**src/rtl/arbitro_rr_4a1_pkg.sv**
```systemverilog
// Shared definitions for the 4-to-1 round-robin merge arbiter.
package arbitro_rr_4a1_pkg;

  localparam int NUM_CLASS = 4;
  localparam int CLS_W     = 2;

  typedef enum logic {
    ST_IDLE  = 1'b0,
    ST_SERVE = 1'b1
  } state_t;

  // Class index reached by stepping 'step' positions after 'base', wrapping mod 4.
  function automatic logic [CLS_W-1:0] cls_step(input logic [CLS_W-1:0] base,
                                                  input logic [CLS_W-1:0] step);
    return base + step;
  endfunction

endpackage

```
**src/rtl/arbitro_rr_4a1_rr_next.sv**
```systemverilog
// Round-robin search: first non-empty class after ptr, in the order ptr+1 .. ptr.
module rr_next_4
  import arbitro_rr_4a1_pkg::*;
(
  input  logic [CLS_W-1:0]     ptr,
  input  logic [NUM_CLASS-1:0] mask,
  output logic [CLS_W-1:0]     next,
  output logic                 found
);

  logic [NUM_CLASS-1:0] rot_s;
  logic [CLS_W-1:0]     off_s;

  // Rotate the mask so bit 0 is the class right after ptr (highest priority).
  always_comb begin
    rot_s = 4'b0000;
    for (int j = 0; j < NUM_CLASS; j++) begin
      rot_s[j] = mask[cls_step(ptr, 2'(j + 1))];
    end
  end

  // Priority pick on the rotated mask, then map the offset back to a class.
  always_comb begin
    off_s = 2'd0;
    found = 1'b1;
    casez (rot_s)
      4'b???1: off_s = 2'd0;
      4'b??10: off_s = 2'd1;
      4'b?100: off_s = 2'd2;
      4'b1000: off_s = 2'd3;
      default: begin
        off_s = 2'd3;
        found = 1'b0;
      end
    endcase
    next = cls_step(ptr, off_s + 2'd1);
  end

endmodule

```
**src/rtl/arbitro_rr_4a1.sv**
```systemverilog
// Four-to-one round-robin merge arbiter: burst-limited pops from four class
// FIFOs, two-stage pipeline into one output FIFO, Almost_full back-pressure.
module arbitro_rr_4a1
  import arbitro_rr_4a1_pkg::*;
#(
  parameter int DATA_W = 6,
  parameter int BURST  = 4
)(
  input  logic                          clk,
  input  logic                          reset,
  input  logic                          Enable,
  input  logic [NUM_CLASS-1:0]          FIFO_empty,
  input  logic [NUM_CLASS*DATA_W-1:0]   data_in,
  input  logic                          Almost_full,
  output logic [NUM_CLASS-1:0]          Pop,
  output logic                          Push,
  output logic [DATA_W-1:0]             data_out,
  output logic [CLS_W-1:0]              grant_id
);

  localparam logic [3:0] BURST_LAST = 4'(BURST - 1);

  state_t             state_r, state_n;
  logic [CLS_W-1:0]   ptr_r, ptr_n;
  logic [CLS_W-1:0]   grant_r, grant_n;
  logic [3:0]         cnt_r, cnt_n;
  logic               v1_r;
  logic [CLS_W-1:0]   sel1_r;
  logic               push_r;
  logic [DATA_W-1:0]  dout_r;
  logic [CLS_W-1:0]   rr_next_s;
  logic               rr_found_s;
  logic               pop_ok_s;

  rr_next_4 u_rr_next (
    .ptr   (ptr_r),
    .mask  (~FIFO_empty),
    .next  (rr_next_s),
    .found (rr_found_s)
  );

  assign pop_ok_s = (state_r == ST_SERVE) & Enable & ~Almost_full & ~FIFO_empty[grant_r];

  // One-hot read strobe to the granted class; zero whenever a pop is not allowed.
  always_comb begin
    Pop = 4'b0000;
    if (pop_ok_s) begin
      Pop[grant_r] = 1'b1;
    end else begin
      Pop = 4'b0000;
    end
  end

  // Next-state logic: grant selection in IDLE, burst counting and release in SERVE.
  always_comb begin
    state_n = state_r;
    ptr_n   = ptr_r;
    grant_n = grant_r;
    cnt_n   = cnt_r;
    case (state_r)
      ST_IDLE: begin
        if (Enable && rr_found_s) begin
          grant_n = rr_next_s;
          cnt_n   = 4'd0;
          state_n = ST_SERVE;
        end else begin
          state_n = ST_IDLE;
        end
      end
      ST_SERVE: begin
        if (pop_ok_s) begin
          cnt_n = cnt_r + 4'd1;
          if (cnt_r == BURST_LAST) begin
            state_n = ST_IDLE;
            ptr_n   = grant_r;
          end else begin
            state_n = ST_SERVE;
          end
        end else if (Enable && !Almost_full && FIFO_empty[grant_r]) begin
          // Granted class ran dry: release without losing any word.
          state_n = ST_IDLE;
          ptr_n   = grant_r;
        end else begin
          state_n = ST_SERVE;
        end
      end
      default: begin
        state_n = ST_IDLE;
      end
    endcase
  end

  // Arbitration state registers.
  always_ff @(posedge clk or negedge reset) begin
    if (!reset) begin
      state_r <= ST_IDLE;
      ptr_r   <= 2'd3;
      grant_r <= 2'd0;
      cnt_r   <= 4'd0;
    end else begin
      state_r <= state_n;
      ptr_r   <= ptr_n;
      grant_r <= grant_n;
      cnt_r   <= cnt_n;
    end
  end

  // Read pipeline: stage 1 remembers the popped class, stage 2 captures its word.
  always_ff @(posedge clk or negedge reset) begin
    if (!reset) begin
      v1_r   <= 1'b0;
      sel1_r <= 2'd0;
      push_r <= 1'b0;
      dout_r <= '0;
    end else begin
      v1_r   <= pop_ok_s;
      sel1_r <= grant_r;
      push_r <= v1_r;
      if (v1_r) begin
        dout_r <= data_in[sel1_r*DATA_W +: DATA_W];
      end
    end
  end

  assign Push     = push_r;
  assign data_out = dout_r;
  assign grant_id = grant_r;

endmodule
```
**config.mk**
```make
export PLATFORM = sky130hd
export DESIGN_NAME = arbitro_rr_4a1
export DESIGN_NICKNAME = d
export VERILOG_FILES = /design/src/rtl/arbitro_rr_4a1_pkg.sv /design/src/rtl/arbitro_rr_4a1_rr_next.sv /design/src/rtl/arbitro_rr_4a1.sv
export SDC_FILE = /design/constraint.sdc
export NUM_CORES = 1
export LEC_CHECK = 0
export CAP_MARGIN = 15
export CORE_ASPECT_RATIO = 1.4
export CORE_MARGIN = 2
export CORE_UTILIZATION = 45
export CTS_CLUSTER_DIAMETER = 40
export DETAILED_ROUTE_END_ITERATION = 12
export GPL_TIMING_DRIVEN = 0
export HOLD_SLACK_MARGIN = 0.02
export PLACE_DENSITY = 0.9
export SLEW_MARGIN = 20
export SYNTH_ARGS = -nofsm -noshare
export SYNTH_HDL_FRONTEND = slang
export SYNTH_HIERARCHICAL = 1
export SYNTH_SLANG_ARGS = --single-unit
```
**constraint.sdc**
```tcl
create_clock -name clk -period 5.1 [get_ports clk]
set_input_delay 0.765 -clock clk [delete_from_list [all_inputs] [get_ports clk]]
set_output_delay 0.765 -clock clk [all_outputs]
set_load 0.02 [all_outputs]
```
## Word level (Yosys, flattened, before mapping)

Cells that the tools add are included.

- Register bits after elaboration: 19
- Bits of input ports: 32
- Output and inout port bits: 13
- Logic and storage cells: 72

- Add/sub/neg operators: 6
- Multipliers: 1
- Magnitude comparators: 6
- Equal/unequal tests: 7
- Shift-type cells: 1
- Mux-type cells: 26
- Bitwise operators: 7
- Reduce and logical (&&, ||, !) cells: 10

Operators by type and width:

| kind | number |
|---|---|
| variable part select 24 x 6 -> 6 bit | 1 |
| < comparator 2 x 3 -> 1 bit (second input constant) | 5 |
| 2-to-1 mux 4 bit | 3 |
| 2-to-1 mux 1 bit | 11 |
| binary-select mux 1 bit (select 2 bit) | 5 |
| case mux 4 bit (2 select lines) | 1 |
| 2-to-1 mux 2 bit | 3 |
| case mux 2 bit (3 select lines) | 1 |
| adder 2 x 1 -> 2 bit (second input constant) | 2 |
| adder 2 bit (second input constant) | 2 |
| adder 4 x 1 -> 4 bit (second input constant) | 1 |
| == test 4 x 2 -> 1 bit (second input constant) | 1 |
| == test 4 bit (second input constant) | 1 |
| logical AND 1 bit | 4 |
| multiplier 2 x 2 -> 4 bit (second input constant) | 1 |
| inequality test 2 x 1 -> 1 bit (second input constant) | 2 |
| inverter 4 bit | 1 |
| AND reduction 2 bit | 2 |
| OR reduction 4 bit | 1 |
| bitwise AND 1 bit | 3 |
| == test 3 bit (second input constant) | 1 |
| inverter 1 bit | 3 |
| AND reduction 3 bit | 1 |
| adder 2 bit | 1 |
| other kinds (7) | 7 |

## Longest topological paths before layout

- Depth in word-level cells: 9
- Gate-level depth with buffers: 9
- Mapped depth without buffers: 9

## Hierarchy

Netlist, hierarchy kept.

Modules (own cells, without submodules):

| module | instances | cells an instance | area each (um^2) | sequential area each (um^2) |
|---|---|---|---|---|
| arbitro_rr_4a1 | 1 | 67 | 953.4 | 478.0 |
| rr_next_4 | 1 | 23 | 161.4 | 0.0 |

## Worst setup path before layout

No wires, ideal clock.

- Path kind: input port to output port
- Start point: in FIFO_empty[3]
- End point: out Pop[1]
- Data arrival time: 2.052 ns
- Data required time: 4.335 ns
- Setup slack: 2.283 ns
- Cell stages on the path: 2
- Path buffers: 0
- Cells stage by stage: mux4_2 nor4b_1

- Longest elaborated chain between the ends: 5

RTL lines:

| item | RTL line | source |
|---|---|---|
| start: declaration | arbitro_rr_4a1.sv:12 | `input logic [NUM_CLASS-1:0] FIFO_empty,` |
| binary-select mux 1 bit (select 2 bit) | arbitro_rr_4a1.sv:42 | `assign pop_ok_s = (state_r == ST_SERVE) & Enable & ~Almost_full & ~FIFO_empty[grant_r];` |
| 2-to-1 mux 1 bit (implied by the code) | arbitro_rr_4a1.sv:42 |  |
| inverter 1 bit | arbitro_rr_4a1.sv:42 |  |
| bitwise AND 1 bit | arbitro_rr_4a1.sv:42 |  |
| 2-to-1 mux 4 bit | arbitro_rr_4a1.sv:47 | `if (pop_ok_s) begin` |
| end: declaration | arbitro_rr_4a1.sv:15 | `output logic [NUM_CLASS-1:0] Pop,` |

No other way between the ends. The select of a mux whose other input is x is not followed.

## Worst setup path in the final report

- Start point: in FIFO_empty[3]
- End point: out Pop[3]

- Longest elaborated chain between the ends: 5

RTL lines:

| item | RTL line | source |
|---|---|---|
| binary-select mux 1 bit (select 2 bit) | arbitro_rr_4a1.sv:42 |  |
| 2-to-1 mux 1 bit (implied by the code) | arbitro_rr_4a1.sv:42 |  |
| inverter 1 bit | arbitro_rr_4a1.sv:42 |  |
| bitwise AND 1 bit | arbitro_rr_4a1.sv:42 |  |
| net pop_ok_s | arbitro_rr_4a1.sv:33 | `logic pop_ok_s;` |
| 2-to-1 mux 4 bit | arbitro_rr_4a1.sv:47 |  |

The timed path passes the listed nets, and every way through them passes these cells. The select of a mux whose other input is x is not followed.

==> implementation parameters <==
Parameter                              Value

Global route
  Overflow left after global routing ... 0
  Number of antenna violations at the first check in global routing ... 0
  GRT Resource Usage Total ... 0.189
  Vias in the first global route ... 948
  Global-route wire length before repair ... 3960 um
  Largest net degree at the start of global routing ... 20

Logic synthesis
  Cell accounting for the most synthesized area ... sky130_fd_sc_hd__dfrtp_1
  Main synth FF type ... sky130_fd_sc_hd__dfrtp_1
  Mux contribution to synthesized area ... 0.269
  Mapped Cells ... 90
  Combinational family with the most area after synthesis ... multiplexers
  Async S/R FF share, synth ... 1.00
  EDFF count, synth ... 0
  Xor/xnor cell area share of the yosys netlist ... 0
  Leading cell type by number of instances after synthesis ... sky130_fd_sc_hd__dfrtp_1
  Post-synthesis compound-gate area fraction ... 0.112
  Area share of the largest cell type after synthesis ... 0.382
  Simple-Gate Fraction of Synth Area ... 0.134
  Warning count from the yosys run ... 6
  Number of library cell types mapped by synthesis ... 38
  Share of synthesized area occupied by flip-flops and latches ... 0.429
  Number of flip-flops and latches in the synthesized netlist ... 19
  Area of the mapped netlist ... 1110 um2
  Top post-synthesis cells by area ... sky130_fd_sc_hd__dfrtp_1 38%, sky130_fd_sc_hd__mux4_2 14%, sky130_fd_sc_hd__mux2_2 10%, sky130_fd_sc_hd__dfstp_2 4.7%, sky130_fd_sc_hd__mux2i_1 2.7%
  Post-Synthesis Mean Instance Area ... 12.4 um2
  Adder-Cell Fraction of Synth Area ... 0.0224
  Post-synth net total ... 124
  Leading cell types by count after synthesis ... 17 x sky130_fd_sc_hd__dfrtp_1, 10 x sky130_fd_sc_hd__mux2_2, 8 x sky130_fd_sc_hd__inv_1, 7 x sky130_fd_sc_hd__mux4_2

Place
  Post-placement cell count ... 157
  DP Worst Slack ... 1.36 ns
  Post-DP HPWL ... 2040 um
  Final Wtd Congestion ... 0.722
  Port-buffer cells ... 44

Worst setup path
  Dominant delay contributor by cell family on the critical path ... buffers and inverters
  CP Data Required Time ... 4.34 ns
  Ordered cell list for the critical path ... clkdlybuf4s50_1, mux4_2, nor2_1, and3_2, clkdlybuf4s50_1
  Maximum cell stage delay along the critical path ... 0.59 ns
  Data arrival time of the critical path ... 2.95 ns
  Count of cells along the worst register-to-register path ... 8
  Worst path depth ... 5
  Critical path buffers and inverters ... 2
  Maximum net fanout on the critical path ... 8
  Startpoint Class ... primary input
  Setup crit end kind ... output port
  Type of the worst setup path ... primary input to output port
  Cell mode on critical path ... sky130_fd_sc_hd__clkdlybuf4s50_1
  Slowest cell on the critical path ... sky130_fd_sc_hd__clkdlybuf4s50_1

Timing
  Unrepaired setup endpoints after global routing ... no
  Final Skew ... 0.00273 ns
  Time the worst path needs with I/O delays and setup ... 3.71 ns
  Number of slew-limit violations in the final report ... 0
  Slack of the critical path ... 1.39 ns
  Setup TNS ... 0 ns
  Final setup violation count ... 0
  Final critical-path share of the clock period ... 0.728
  Worst-Margin Slew ... 0.799 ns
  Max-slew headroom ... 0.465
  Peak clock frequency supported by timing ... 269 MHz
  Hold violation count in the final report ... 0

Layout
  Area of combinational cells with multiple inputs ... 599 um2
  Core occupancy in the finished layout ... 0.681
  # nets final ... 173
  Synthesis-to-layout area growth ... 44.4%
  Number of cells in the finished layout apart from fillers ... 161
  Layout cell share with drive strength beyond 1 ... 0.196
  Storage element area ... 478 um2
  Count of antenna diodes in the layout ... 0
  Number of filler cells placed in the layout ... 185

Floorplan
  Floorplan die height ... 62.9 um
  Die area ... 2900 um2
  Width of the die ... 46.1 um
  I/O Pins ... 45
  FP Rows ... 21
  Initial cell density of the core ... 0.471
  Core area ... 2360 um2

Routing
  Count of antenna-violating nets left after detailed routing ... 0
  Router iterations before antenna repair ... 4
  DR vias/cell ... 5.88
  DRC errors left ... 0
  Via count ... 946
  Iteration-0 DRC count of the detailed router ... 27
  Final routed wirelength across all metal layers ... 2510 um
  Routed length per instance ... 15.6 um

CTS
  H-tree depth reported by CTS ... 1
  Resized Gates After CTS ... 0
  CTS hold repair buffers ... 0
  Buffer count from post-CTS setup fixing ... 0
  Total clock sinks ... 19
  Clock tree from TritonCTS ... yes
  Clk slew on worst S/H paths ... 0.10 ns
  Cell chosen for the clock root ... sky130_fd_sc_hd__clkbuf_4
  Insertion delay of the later-clocked pin in the worst-skew pair ... 0.30 ns
  CTS max path bufs ... 2
  Total CTS buffers ... 3

Hold path
  Depth of the worst hold-timing path ... 0
  Min-delay worst type ... flip-flop to flip-flop

Job
  Maxcap violations ... 0

Power and ir drop
  Leakage ... 0.666 nW
  PnR Total Power ... 0.000759 W
  P per Cell Area ... 471 nW/um2
  Maximum resistive drop on vdd ... 280 uV

Run status
  Status ... complete, no violations
-- kinds of logic after synthesis --
group / after synthesis
simple gates: 23
mux: 20
flops: 19
compound gates: 16
buf+inv: 10
fa+ha+maj: 2
-- through the flow --
step,hold WS (ns),cell area [um2]
2_1_floorplan,0.352,1110
3_5_place_dp,0.361,1580
3_3_place_gp,0.357,1580
5_1_grt,0.393,1610
4_1_cts,0.386,1610
6_report,0.381,1610
-- layout make-up --
| class | instances | area share |
|---|---|---|
| inverters | 8 | 0.0186 |
| flip-flops and latches | 19 | 0.297 |
| multi-input cells | 61 | 0.372 |
| clock buffers | 4 | 0.0163 |
| repair buffers | 44 | 0.274 |
| well taps | 23 | 0.0179 |
| plain buffers | 2 | 0.00466 |
-- flip-flops by register name, summed over array words and instances (netlist names) --
| signal | count |
|---|---|
| ptr_r | 2 |
| cnt_r | 4 |
| data_out | 6 |
| grant_id | 2 |
| state_r | 1 |
| v1_r | 1 |
| Push | 1 |
| sel1_r | 2 |
-- final timing paths --
| kind | startpoint | end | slack [ns] |
|---|---|---|---|
| worst min register to register | v1_r$_DFF_PN0_ | Push$_DFF_PN0_ | 0.38 |
| worst max register to register | ptr_r[1]$_DFFE_PN1P_ | grant_id[1]$_DFFE_PN0P_ | 2.95 |
| worst max-delay path | FIFO_empty[3] | Pop[3] | 1.39 |
| worst min-delay path | v1_r$_DFF_PN0_ | Push$_DFF_PN0_ | 0.38 |
| min in group asynchronous | reset | cnt_r[0]$_DFFE_PN0P_ | 0.92 |
| max in group asynchronous | reset | data_out[1]$_DFFE_PN0P_ | 3.69 |
-- power breakdown --
| part | internal [W] | switching [W] | leakage, nW |
|---|---|---|---|
| clock | 0.0000306 | 0.0000442 | 0.0150 |
| combinational | 0.000226 | 0.000165 | 0.421 |
| sequential | 0.000221 | 0.0000717 | 0.230 |
-- cell usage in the layout (no fill, tap or decap), types with 2 or more instances in the layout --
cell,netlist,layout
sky130_fd_sc_hd__dfstp_2,2,2
sky130_fd_sc_hd__mux2_2,10,10
sky130_fd_sc_hd__ha_1,2,2
sky130_fd_sc_hd__nand2b_1,3,3
sky130_fd_sc_hd__clkbuf_4,0,3
sky130_fd_sc_hd__and3_2,2,2
sky130_fd_sc_hd__inv_1,8,8
sky130_fd_sc_hd__mux2i_1,3,3
sky130_fd_sc_hd__and2_1,2,2
sky130_fd_sc_hd__o21bai_1,2,2
sky130_fd_sc_hd__dfrtp_1,17,17
sky130_fd_sc_hd__nand2_1,3,3
sky130_fd_sc_hd__clkbuf_1,1,2
sky130_fd_sc_hd__nor2_1,3,3
sky130_fd_sc_hd__clkdlybuf4s50_1,0,44
sky130_fd_sc_hd__mux4_2,7,7
sky130_fd_sc_hd__o31ai_1,2,2
-- per-layer routing --
metal / GRT usage / wire (um) / up-vias
li1: - / - / 441
met1: 0.184 / 913 / 452
met2: 0.344 / 1300 / 48
met3: 0.0462 / 239 / 5
met4: 0.0857 / 49 / 0
met5: 0 / 0 / -
Note: power is estimated with default switching activity, not from simulation.
